<file path="config.mk">
export PLATFORM = sky130hd
export DESIGN_NAME = mem_arbiter
export DESIGN_NICKNAME = d
export VERILOG_FILES = /design/src/rtl/mem_arbiter.sv
export SDC_FILE = /design/constraint.sdc
export NUM_CORES = 1
export LEC_CHECK = 0
export CAP_MARGIN = 10
export CORE_MARGIN = 1
export CORE_UTILIZATION = 30
export DETAILED_ROUTE_END_ITERATION = 7
export PLACE_DENSITY = 0.81
export SETUP_SLACK_MARGIN = 0.5
export SLEW_MARGIN = 20
export SYNTH_ARGS = -nofsm -noshare
export SYNTH_HDL_FRONTEND = slang
export SYNTH_SLANG_ARGS = --single-unit
</file>
<file path="constraint.sdc">
create_clock -name clk -period 2.3 [get_ports clk]
set_input_delay 0.69 -clock clk [delete_from_list [all_inputs] [get_ports clk]]
set_output_delay 0.69 -clock clk [all_outputs]
set_load 0.01 [all_outputs]
</file>
<file path="src/rtl/mem_arbiter.sv">
// Round-robin arbiter that merges an instruction-fetch port (A) and a data port (B)
// onto one downstream memory port, with a saturating contention counter.
module mem_arbiter #(
  parameter int ADDR_W = 16,
  parameter int DATA_W = 16,
  parameter int MASK_W = 2,
  parameter int CNT_W  = 16
) (
  input  logic              clk,
  input  logic              reset,
  input  logic              read_a,
  input  logic              write_a,
  input  logic [MASK_W-1:0] wmask_a,
  input  logic [ADDR_W-1:0] address_a,
  input  logic [DATA_W-1:0] wdata_a,
  output logic              resp_a,
  output logic [DATA_W-1:0] rdata_a,
  input  logic              read_b,
  input  logic              write_b,
  input  logic [MASK_W-1:0] wmask_b,
  input  logic [ADDR_W-1:0] address_b,
  input  logic [DATA_W-1:0] wdata_b,
  output logic              resp_b,
  output logic [DATA_W-1:0] rdata_b,
  output logic              mem_read,
  output logic              mem_write,
  output logic [MASK_W-1:0] mem_wmask,
  output logic [ADDR_W-1:0] mem_address,
  output logic [DATA_W-1:0] mem_wdata,
  input  logic              mem_resp,
  input  logic [DATA_W-1:0] mem_rdata,
  output logic [CNT_W-1:0]  contention_cnt
);

  typedef enum logic [1:0] {
    IDLE    = 2'd0,
    SERVE_A = 2'd1,
    SERVE_B = 2'd2
  } state_t;

  localparam logic [CNT_W-1:0] CNT_MAX = {CNT_W{1'b1}};
  localparam logic [CNT_W-1:0] CNT_ONE = {{(CNT_W-1){1'b0}}, 1'b1};

  state_t           state_q, state_d;
  logic             last_grant_q, last_grant_d;  // 1 = port B was granted last
  logic [CNT_W-1:0] contention_cnt_q, contention_cnt_d;
  logic             req_a, req_b;

  assign req_a = read_a | write_a;
  assign req_b = read_b | write_b;

  always_comb begin
    state_d          = state_q;
    last_grant_d     = last_grant_q;
    contention_cnt_d = contention_cnt_q;
    case (state_q)
      IDLE: begin
        if (req_a && req_b) begin
          // conflict goes to whichever port did not win last time
          if (last_grant_q) begin
            state_d      = SERVE_A;
            last_grant_d = 1'b0;
          end else begin
            state_d      = SERVE_B;
            last_grant_d = 1'b1;
          end
        end else if (req_a) begin
          state_d      = SERVE_A;
          last_grant_d = 1'b0;
        end else if (req_b) begin
          state_d      = SERVE_B;
          last_grant_d = 1'b1;
        end
      end
      SERVE_A, SERVE_B: begin
        if (mem_resp) state_d = IDLE;
      end
      default: state_d = IDLE;
    endcase
    if ((state_q == IDLE) && req_a && req_b && (contention_cnt_q != CNT_MAX))
      contention_cnt_d = contention_cnt_q + CNT_ONE;
  end

  always_ff @(posedge clk) begin
    if (reset) begin
      state_q          <= IDLE;
      last_grant_q     <= 1'b1;
      contention_cnt_q <= '0;
    end else begin
      state_q          <= state_d;
      last_grant_q     <= last_grant_d;
      contention_cnt_q <= contention_cnt_d;
    end
  end

  // Downstream and response steering decode only the registered state.
  always_comb begin
    mem_read    = 1'b0;
    mem_write   = 1'b0;
    mem_wmask   = '0;
    mem_address = '0;
    mem_wdata   = '0;
    resp_a      = 1'b0;
    rdata_a     = '0;
    resp_b      = 1'b0;
    rdata_b     = '0;
    case (state_q)
      SERVE_A: begin
        mem_read    = read_a;
        mem_write   = write_a;
        mem_wmask   = wmask_a;
        mem_address = address_a;
        mem_wdata   = wdata_a;
        resp_a      = mem_resp;
        rdata_a     = mem_rdata;
      end
      SERVE_B: begin
        mem_read    = read_b;
        mem_write   = write_b;
        mem_wmask   = wmask_b;
        mem_address = address_b;
        mem_wdata   = wdata_b;
        resp_b      = mem_resp;
        rdata_b     = mem_rdata;
      end
      default: ;
    endcase
  end

  assign contention_cnt = contention_cnt_q;

endmodule
</file>
==> results of run 1 <==
-- registers in the layout (all words and copies together) (netlist names) --
name / count
last_grant_q: 1
state_q: 2
contention_cnt: 16
-- critical path, stage by stage --
cell and delay [ps]:
clkdlybuf4s50_1 470, a22oi_1 80, nor2b_1 140, buf_2 160
-- cell usage after synthesis (2+ instances only) --
library cell	count	area, um2
dfxtp_1	19	380
nor4_1	2	12.5
or3_1	3	18.8
and2_1	34	213
a21oi_1	13	65.1
nor3_1	2	10.0
buf_6	2	22.5
or4_1	6	45.0
a22oi_1	36	270
nor2b_1	37	231
or4_2	2	17.5
o31ai_1	8	60.1
inv_1	8	30.0
mux2i_1	2	20.0
nand4_1	2	12.5
o21ai_0	8	40.0
nand2_1	7	26.3
nor2_1	7	26.3
clkbuf_1	18	67.6
nand3_1	5	25.0
ha_1	4	50.1
-- layer usage --
layer	wire (um)	share of wire [%]	vias to the layer above
met3	641	7.4	8
li1	-	-	1294
met1	3160	36	1296
met2	4790	55	119
met5	0	0	-
met4	85	0.98	0
-- power groups by stage --
stage / clock [uW] / sequential, uW / combinational (uW)
floorplan: 0 / 374 / 650
global placement: 0 / 374 / 1250
detailed placement: 0 / 375 / 1270
CTS: 241 / 377 / 1400
global route: 269 / 386 / 1570
finish: 239 / 382 / 1480
-- area by class of cell --
class / count / share of cell area [%]
clock buffer: 4 / 1.07
inverter: 8 / 0.831
multi-input combinational: 196 / 40.9
sequential: 19 / 9.68
tap: 75 / 2.23
timing repair buffer: 215 / 45.2
-- worst min-delay path by stage --
stage,startpoint,to,slack [ps],depth (start not counted)
2_1_floorplan,state_q[1]$_SDFFE_PP0P_,state_q[1]$_SDFFE_PP0P_,470,2
3_3_place_gp,state_q[1]$_SDFFE_PP0P_,state_q[1]$_SDFFE_PP0P_,490,2
6_report,contention_cnt[15]$_SDFFE_PP0P_,contention_cnt[15]$_SDFFE_PP0P_,490,2
5_1_grt,contention_cnt[15]$_SDFFE_PP0P_,contention_cnt[15]$_SDFFE_PP0P_,530,2
4_1_cts,contention_cnt[15]$_SDFFE_PP0P_,contention_cnt[15]$_SDFFE_PP0P_,490,2
3_5_place_dp,contention_cnt[11]$_SDFFE_PP0P_,contention_cnt[11]$_SDFFE_PP0P_,500,2
-- kinds of logic (layout without fill, tap and decap cells) --
logic type	count (synthesis)	after routing	share of synthesized area, %
compound gates	73	73	27.9
mux	2	2	1.09
flops	19	19	20.8
fa+ha+maj	4	4	2.73
simple gates	117	117	40.6
buf+inv	29	227	6.97
-- repair_timing --
| action | 4_1_cts | 5_1_grt |
|---|---|---|
| gates cloned | 4 | 2 |
| hold endpoints to repair | 0 | 0 |
| pin swaps | 45 | 34 |
| buffers inserted | 8 | 5 |
| gates resized for setup | 442 | 21 |
| endpoints found under the setup margin | 102 | 84 |
-- metrics by stage --
| step | instance area, um2 | cells | setup WS, ps | hold WS (ps) | power, uW |
|---|---|---|---|---|---|
| 2_1_floorplan | 1990 | 244 | 481 | 473 | 1020 |
| 3_3_place_gp | 3910 | 494 | -295 | 488 | 1630 |
| 3_5_place_dp | 3910 | 494 | -342 | 503 | 1640 |
| 4_1_cts | 4070 | 510 | 98.3 | 492 | 2020 |
| 5_1_grt | 4210 | 517 | 15.1 | 528 | 2230 |
| 6_report | 4210 | 517 | 75.8 | 494 | 2100 |
==> impl_metrics.json, run 1 <==
{
  "status": "finished, final reports clean",
  "path_class": "input port to output port",
  "io_buffers": 176,
  "finalSetupViolations": 0,
  "coreArea_um2": 5920,
  "startpoint": "address_b[3]",
  "yosysWarnings": 0,
  "layout_commonest_cell": "dlygate4sd2_1",
  "grt_pass1_vias": 2672,
  "ys_ff_latch": 19,
  "layout_common_cells": "dlygate4sd2_1 (79), buf_2 (55), a22oi_2 (33)",
  "yosysSeqAreaShare_pct": 20.8,
  "slew_violations": 0,
  "async_flop_share_pct": 0,
  "ir_drop_uv": 304,
  "power_density_nw_per_um2": 498,
  "synth_nets": 339,
  "grt_max_degree": 28,
  "grt.busiest_layer": "met2",
  "hp-class": "register to register",
  "cts_tree": "built",
  "vias": 2717,
  "avgSynthCellArea_um2": 7.51,
  "arrival_ps": 1530,
  "dr.pass1.iters": 4,
  "maxCapViolCount": 0,
  "period_share_pct": 96.7,
  "fp.dieArea_um2": 6420,
  "internal-power_uw": 1320,
  "area_delta_synth_final_pct": 130,
  "swShare_pct": 37.4,
  "nets": 538,
  "final_antenna_net_count": 0,
  "grt_use_met1_pct": 25.9,
  "p_switching_uw": 785,
  "rsz0062_at_grt": "true",
  "finalHoldViolCount": 0,
  "use_met2_pct": 50.1,
  "fin_util_pct": 71.2,
  "track_usage_pct": 25.1,
  "holdBufCountCts": 0,
  "numCtsBuffers": 3,
  "grt_overflow_total": 0,
  "netlist_instances": 244,
  "finalSetupTns_ps": 0,
  "n_antenna_cell": 0,
  "hpwl_um": 5790,
  "synth_cell_types": 40,
  "crit_fanout": 1,
  "drt_iter0_drc": 115,
  "r2r-start": "state_q[0]$_SDFFE_PP0P_",
  "tightest_slew_ps": 475,
  "ff_latch_area_um2": 408,
  "grt_antenna_before_repair": 0,
  "cp.required_ps": 1610,
  "rrSetupSlack_ps": 540,
  "grt_pass1_wl_um": 12600,
  "synthesis.area_um2": 1830,
  "fin_crit_ps": 2220,
  "cts_num_sinks": 19,
  "clkPwrFrac_pct": 11.4,
  "crit_path_end": "mem_address[3]",
  "r2r-end": "contention_cnt[2]$_SDFFE_PP0P_",
  "fp-row-count": 28,
  "clk_pin_slew_worst_paths_ps": 70,
  "vias_per_cell": 5.26,
  "synth_enable_flop_cells": 0,
  "p_comb_share_pct": 70.4,
  "die_h_um": 80.1,
  "cp-start-kind": "input port",
  "root_buffer": "clkbuf_8",
  "place_congestion": 0.797,
  "finClkSkew_ps": 1.55,
  "slew_headroom_pct": 68.1,
  "fillers": 489,
  "multi_input_area_um2": 1730,
  "clk_latency_ps": 260,
  "cts_max_level": 1,
  "r2r_cells": 6,
  "ys.flop_type": "dfxtp_1",
  "dieWidth_um": 80.1,
  "ioPinCount": 177,
  "initial_utilization_pct": 30.9,
  "drcViolationCount": 0,
  "clk_path_buf_depth": 2,
  "fmax_mhz": 450,
  "drive_gt1_share_pct": 50.0,
  "routedWlPerCell_um": 16.8,
  "pwr-share-seq_pct": 18.2,
  "grt_use_met3_pct": 7.05,
  "wirelength_um": 8680,
  "critPathCaptureType": "output port",
  "p_leak_uw": 0.00180
}
Power figures use the tool's default switching activity.
==> run 2: changes to the inputs <==
--- a/config.mk
+++ b/config.mk
@@ -6,10 +6,12 @@
 export NUM_CORES = 1
 export LEC_CHECK = 0
 export CAP_MARGIN = 10
+export CELL_PAD_IN_SITES_DETAIL_PLACEMENT = 0
+export CELL_PAD_IN_SITES_GLOBAL_PLACEMENT = 1
 export CORE_MARGIN = 1
-export CORE_UTILIZATION = 30
+export CORE_UTILIZATION = 19
 export DETAILED_ROUTE_END_ITERATION = 7
-export PLACE_DENSITY = 0.81
+export PLACE_DENSITY_LB_ADDON = 0.1
 export SETUP_SLACK_MARGIN = 0.5
 export SLEW_MARGIN = 20
 export SYNTH_ARGS = -nofsm -noshare
==> impl_metrics.json, run 2 (synthesis results as in run 1) <==
{
  "min-delay-start": "contention_cnt[15]$_SDFFE_PP0P_",
  "clk_path_buf_depth": 2,
  "drive_gt1_share_pct": 51.6,
  "grt_antenna_before_repair": 0,
  "final_antenna_net_count": 0,
  "dr.pass1.iters": 4,
  "hold_slack_ps": 490,
  "finalSetupViolations": 0,
  "period_share_pct": 95.2,
  "layout_common_cells": "buf_2 (64), clkdlybuf4s50_1 (57), dlygate4sd2_1 (40)",
  "dieWidth_um": 100,
  "cts_tree": "built",
  "crit_family": "buffers and inverters",
  "drt_iter0_drc": 27,
  "path_buf_inv": 2,
  "hpwl_um": 6250,
  "cts_num_sinks": 19,
  "cp.required_ps": 1610,
  "die_h_um": 100,
  "finalNonFillerCells": 577,
  "fmax_mhz": 457,
  "r2r-start": "state_q[1]$_SDFFE_PP0P_",
  "coreArea_um2": 9280,
  "cts_max_level": 1,
  "clk_pin_slew_worst_paths_ps": 70,
  "arrival_ps": 1500,
  "dp.cells": 552,
  "cp.depth": 4,
  "clk_latency_ps": 250,
  "area_delta_synth_final_pct": 140,
  "grt_max_degree": 26,
  "fp.dieArea_um2": 10000,
  "tightest_slew_ps": 481,
  "finalHoldViolCount": 0,
  "slew_violations": 0,
  "fp-row-count": 35,
  "ir_drop_uv": 207,
  "routedWlPerCell_um": 15.2,
  "p_leak_uw": 0.00185,
  "fin_crit_ps": 2190,
  "grt_overflow_total": 0,
  "path_class": "input port to output port",
  "wirelength_um": 8760,
  "vias_per_cell": 4.56,
  "max_stage_delay_ps": 470,
  "stdcell_area_um2": 4390,
  "root_buffer": "clkbuf_8",
  "nets": 544,
  "io_buffers": 176,
  "crit_chain": "clkdlybuf4s50_1 -> a22oi_2 -> nor2b_1 -> buf_2",
  "largest_reg_flops": 16,
  "worst_slack_ps": 110,
  "place_congestion": 0.716,
  "finClkSkew_ps": 0.931,
  "drcViolationCount": 0,
  "startpoint": "wdata_b[13]",
  "pre_cts_slack_ps": -312,
  "status": "finished, final reports clean",
  "r2r_cells": 6,
  "post_dp_cell_area_um2": 4010,
  "initial_utilization_pct": 19.7,
  "ioPinCount": 177,
  "track_usage_pct": 16.7,
  "cp-start-kind": "input port",
  "numCtsBuffers": 3,
  "maxCapViolCount": 0,
  "grt_pass1_vias": 2664,
  "grt_pass1_wl_um": 13400,
  "crit_fanout": 1,
  "fillers": 952,
  "critPathCaptureType": "output port",
  "slew_headroom_pct": 67.8,
  "n_antenna_cell": 0,
  "power_uw": 2210,
  "power_density_nw_per_um2": 502,
  "cpMaxStageDelayCell": "clkdlybuf4s50_1",
  "layout_commonest_cell": "buf_2",
  "worstHoldPathCells": 2,
  "hp-class": "register to register",
  "rsz0062_at_grt": "true",
  "vias": 2632
}
[run 2: worst paths after layout]
path / endpoint / slack, ps
max: mem_wdata[13] / 110
min: contention_cnt[15]$_SDFFE_PP0P_ / 490
max reg2reg: contention_cnt[3]$_SDFFE_PP0P_ / 550
min reg2reg: contention_cnt[15]$_SDFFE_PP0P_ / 490
[run 2: what timing repair did]
item / 4_1_cts / 5_1_grt
gates resized for setup: 430 / 22
endpoints found under the setup margin: 101 / 76
gates cloned: 5 / 1
hold buffers: 0 / 0
setup buffers: 10 / 5
pin swaps: 41 / 34
[run 2: through the flow]
stage,utilization (%),TNS (ps)
after global placement,43.2,-19070
after detailed placement,43.2,-19480
after floorplan,-,0
after CTS,45.8,0
after global routing,47.3,0
final,47.3,0
[run 2: worst min-delay path, delay by kind of cell, from the launching register on]
| kind | cells | cell delay [ps] |
|---|---|---|
| mux | 1 | 50 |
| flops | 1 | 340 |
| simple gates | 1 | 50 |
[run 2: power by group]
part | leakage, uW | switching, uW | internal, uW
logic | 0.00166 | 663 | 941
registers | 0.000164 | 20.7 | 349
clock network | 0.0000228 | 110 | 123
[run 2: area by class of cell]
type / count / area (um2) / area share, %
inverters: 8 / 30.0 / 0.684
multi-input cells: 196 / 1720 / 39.2
repair buffers: 221 / 2020 / 46.0
clock buffers: 4 / 45.0 / 1.03
well taps: 129 / 161 / 3.68
flip-flops and latches: 19 / 415 / 9.46
[run 2: layer usage]
| layer | up-vias | global-route usage [%] | part of all wire [%] |
|---|---|---|---|
| li1 | 1309 | - | - |
| met1 | 1217 | 18.7 | 39 |
| met2 | 102 | 32.3 | 54 |
| met3 | 4 | 4.04 | 6.5 |
| met4 | 0 | 2.23 | 0.75 |
| met5 | - | 0 | 0 |
==> run 3: changes to the inputs <==
--- a/config.mk
+++ b/config.mk
@@ -8,8 +8,8 @@
 export CAP_MARGIN = 10
 export CELL_PAD_IN_SITES_DETAIL_PLACEMENT = 0
 export CELL_PAD_IN_SITES_GLOBAL_PLACEMENT = 1
-export CORE_MARGIN = 1
 export CORE_UTILIZATION = 19
+export CTS_CLUSTER_DIAMETER = 30
 export DETAILED_ROUTE_END_ITERATION = 7
 export PLACE_DENSITY_LB_ADDON = 0.1
 export SETUP_SLACK_MARGIN = 0.5
@@ -17,3 +17,4 @@
 export SYNTH_ARGS = -nofsm -noshare
 export SYNTH_HDL_FRONTEND = slang
 export SYNTH_SLANG_ARGS = --single-unit
+export TNS_END_PERCENT = 50
==> impl_metrics.json, run 3 (synthesis results as in run 1) <==
{
  "r2r_cells": 6,
  "cp.required_ps": 1610,
  "period_share_pct": 95.9,
  "finClkSkew_ps": 2.91,
  "coreArea_um2": 9280,
  "root_buffer": "clkbuf_8",
  "final_antenna_net_count": 0,
  "arrival_ps": 1520,
  "largest_reg_flops": 16,
  "maxCapViolCount": 0,
  "numCtsBuffers": 3,
  "fin_util_pct": 46.5,
  "io_buffers": 176,
  "area_delta_synth_final_pct": 136,
  "grt_antenna_before_repair": 0,
  "vias_per_cell": 4.62,
  "finalHoldViolCount": 0,
  "wirelength_um": 9350,
  "fp-row-count": 35,
  "cts_max_level": 1,
  "hpwl_um": 6490,
  "vias": 2636,
  "clk_latency_ps": 260,
  "cp-start-kind": "input port",
  "r2r-start": "contention_cnt[0]$_SDFFE_PP0P_",
  "critPathCaptureType": "output port",
  "holdBufCountCts": 0,
  "routedWlPerCell_um": 16.4,
  "worstHoldEndpoint": "contention_cnt[11]$_SDFFE_PP0P_",
  "layout_commonest_cell": "clkdlybuf4s50_1",
  "grt_overflow_total": 0,
  "place_congestion": 0.725,
  "crit_fanout": 1,
  "ir_drop_uv": 290,
  "n_antenna_cell": 0,
  "p_leak_uw": 0.00176,
  "cts_tree": "built",
  "tightest_slew_ps": 646,
  "layout_common_cells": "clkdlybuf4s50_1 (61), buf_2 (49), dlygate4sd2_1 (37)",
  "rrSetupSlack_ps": 470,
  "ioPinCount": 177,
  "slew_headroom_pct": 56.6,
  "power_density_nw_per_um2": 528,
  "fp.dieArea_um2": 10000,
  "grt_max_degree": 20,
  "dieWidth_um": 100,
  "hp-class": "register to register",
  "worstHoldPathCells": 2,
  "fmax_mhz": 453,
  "finalSetupTns_ps": 0,
  "hold_slack_ps": 506,
  "slew_violations": 0,
  "fin_crit_ps": 2210,
  "drt_iter0_drc": 38,
  "finalSetupViolations": 0,
  "drcViolationCount": 0,
  "die_h_um": 100,
  "dr.pass1.iters": 4,
  "stdcell_area_um2": 4320,
  "fillers": 969,
  "track_usage_pct": 16.7,
  "grt_pass1_wl_um": 13500,
  "cts_num_sinks": 19,
  "path_class": "input port to output port",
  "post_dp_cell_area_um2": 3990,
  "r2r-end": "contention_cnt[3]$_SDFFE_PP0P_",
  "clk_path_buf_depth": 2,
  "drive_gt1_share_pct": 45.5,
  "rsz0062_at_grt": "true",
  "grt_pass1_vias": 2574,
  "status": "finished, final reports clean",
  "min-delay-start": "contention_cnt[11]$_SDFFE_PP0P_",
  "power_uw": 2280,
  "initial_utilization_pct": 19.7,
  "nets": 538,
  "clk_pin_slew_worst_paths_ps": 70
}
==> run 3: cell count changes in the layout (fill, tap and decap cells not counted), sizes merged <==
cell / before / now
clkbuf: 5 / 7
buf: 118 / 99
dlygate4sd2: 40 / 37
clkdlybuf4s50: 57 / 61
clkdlybuf4s15: 0 / 7
nand4: 4 / 5
dlymetal6s2s: 5 / 7
==> run 3: report_power, final <==
part,switching [uW],internal (uW)
sequential,23.0,351
clock,115,123
combinational,693,976
==> run 3: critical path: stages <==
cell and delay [ps]:
clkdlybuf4s50_1 440, a22oi_2 190, nor2b_2 50, buf_2 140
==> run 3: metrics by stage <==
stage,setup slack [ps],std cells
final,93.9,571
after global routing,51.7,571
after CTS,113,566
after detailed placement,-355,553
after global placement,-338,553
after floorplan,477,244
==> run 3: repair_timing <==
action	in CTS	in global routing
pin swaps	43	21
endpoints found under the setup margin	102	101
resized for setup	373	33
setup buffers	5	2
gates cloned	4	3
==> run 3: worst max path at each step <==
stage	from	endpoint	slack (ps)	cells past startpoint
CTS	state_q[1]$_SDFFE_PP0P_	mem_wdata[4]	110	7
global placement	write_a	mem_write	-340	4
floorplan	write_a	contention_cnt[11]$_SDFFE_PP0P_	480	5
detailed placement	read_a	mem_read	-350	4
finish	wdata_a[4]	mem_wdata[4]	90	4
global route	state_q[1]$_SDFFE_PP0P_	mem_wdata[4]	50	6
==> run 3: area by class of cell <==
class	count	area, um2	area share, %
repair buffers	214	2000	46.3
multi-input cells	197	1690	39.1
flip-flops and latches	19	385	8.93
well taps	129	161	3.74
clock buffers	4	45.0	1.04
inverters	8	35.0	0.812
==> run 3: metal layers <==
metal  wire, um  global-route usage (%)  vias up
met4         73                    4.12        0
met5          0                       0        -
met3        678                    3.06        6
met2       4880                    31.8       90
li1           -                       -     1294
met1       3720                    19.1     1246
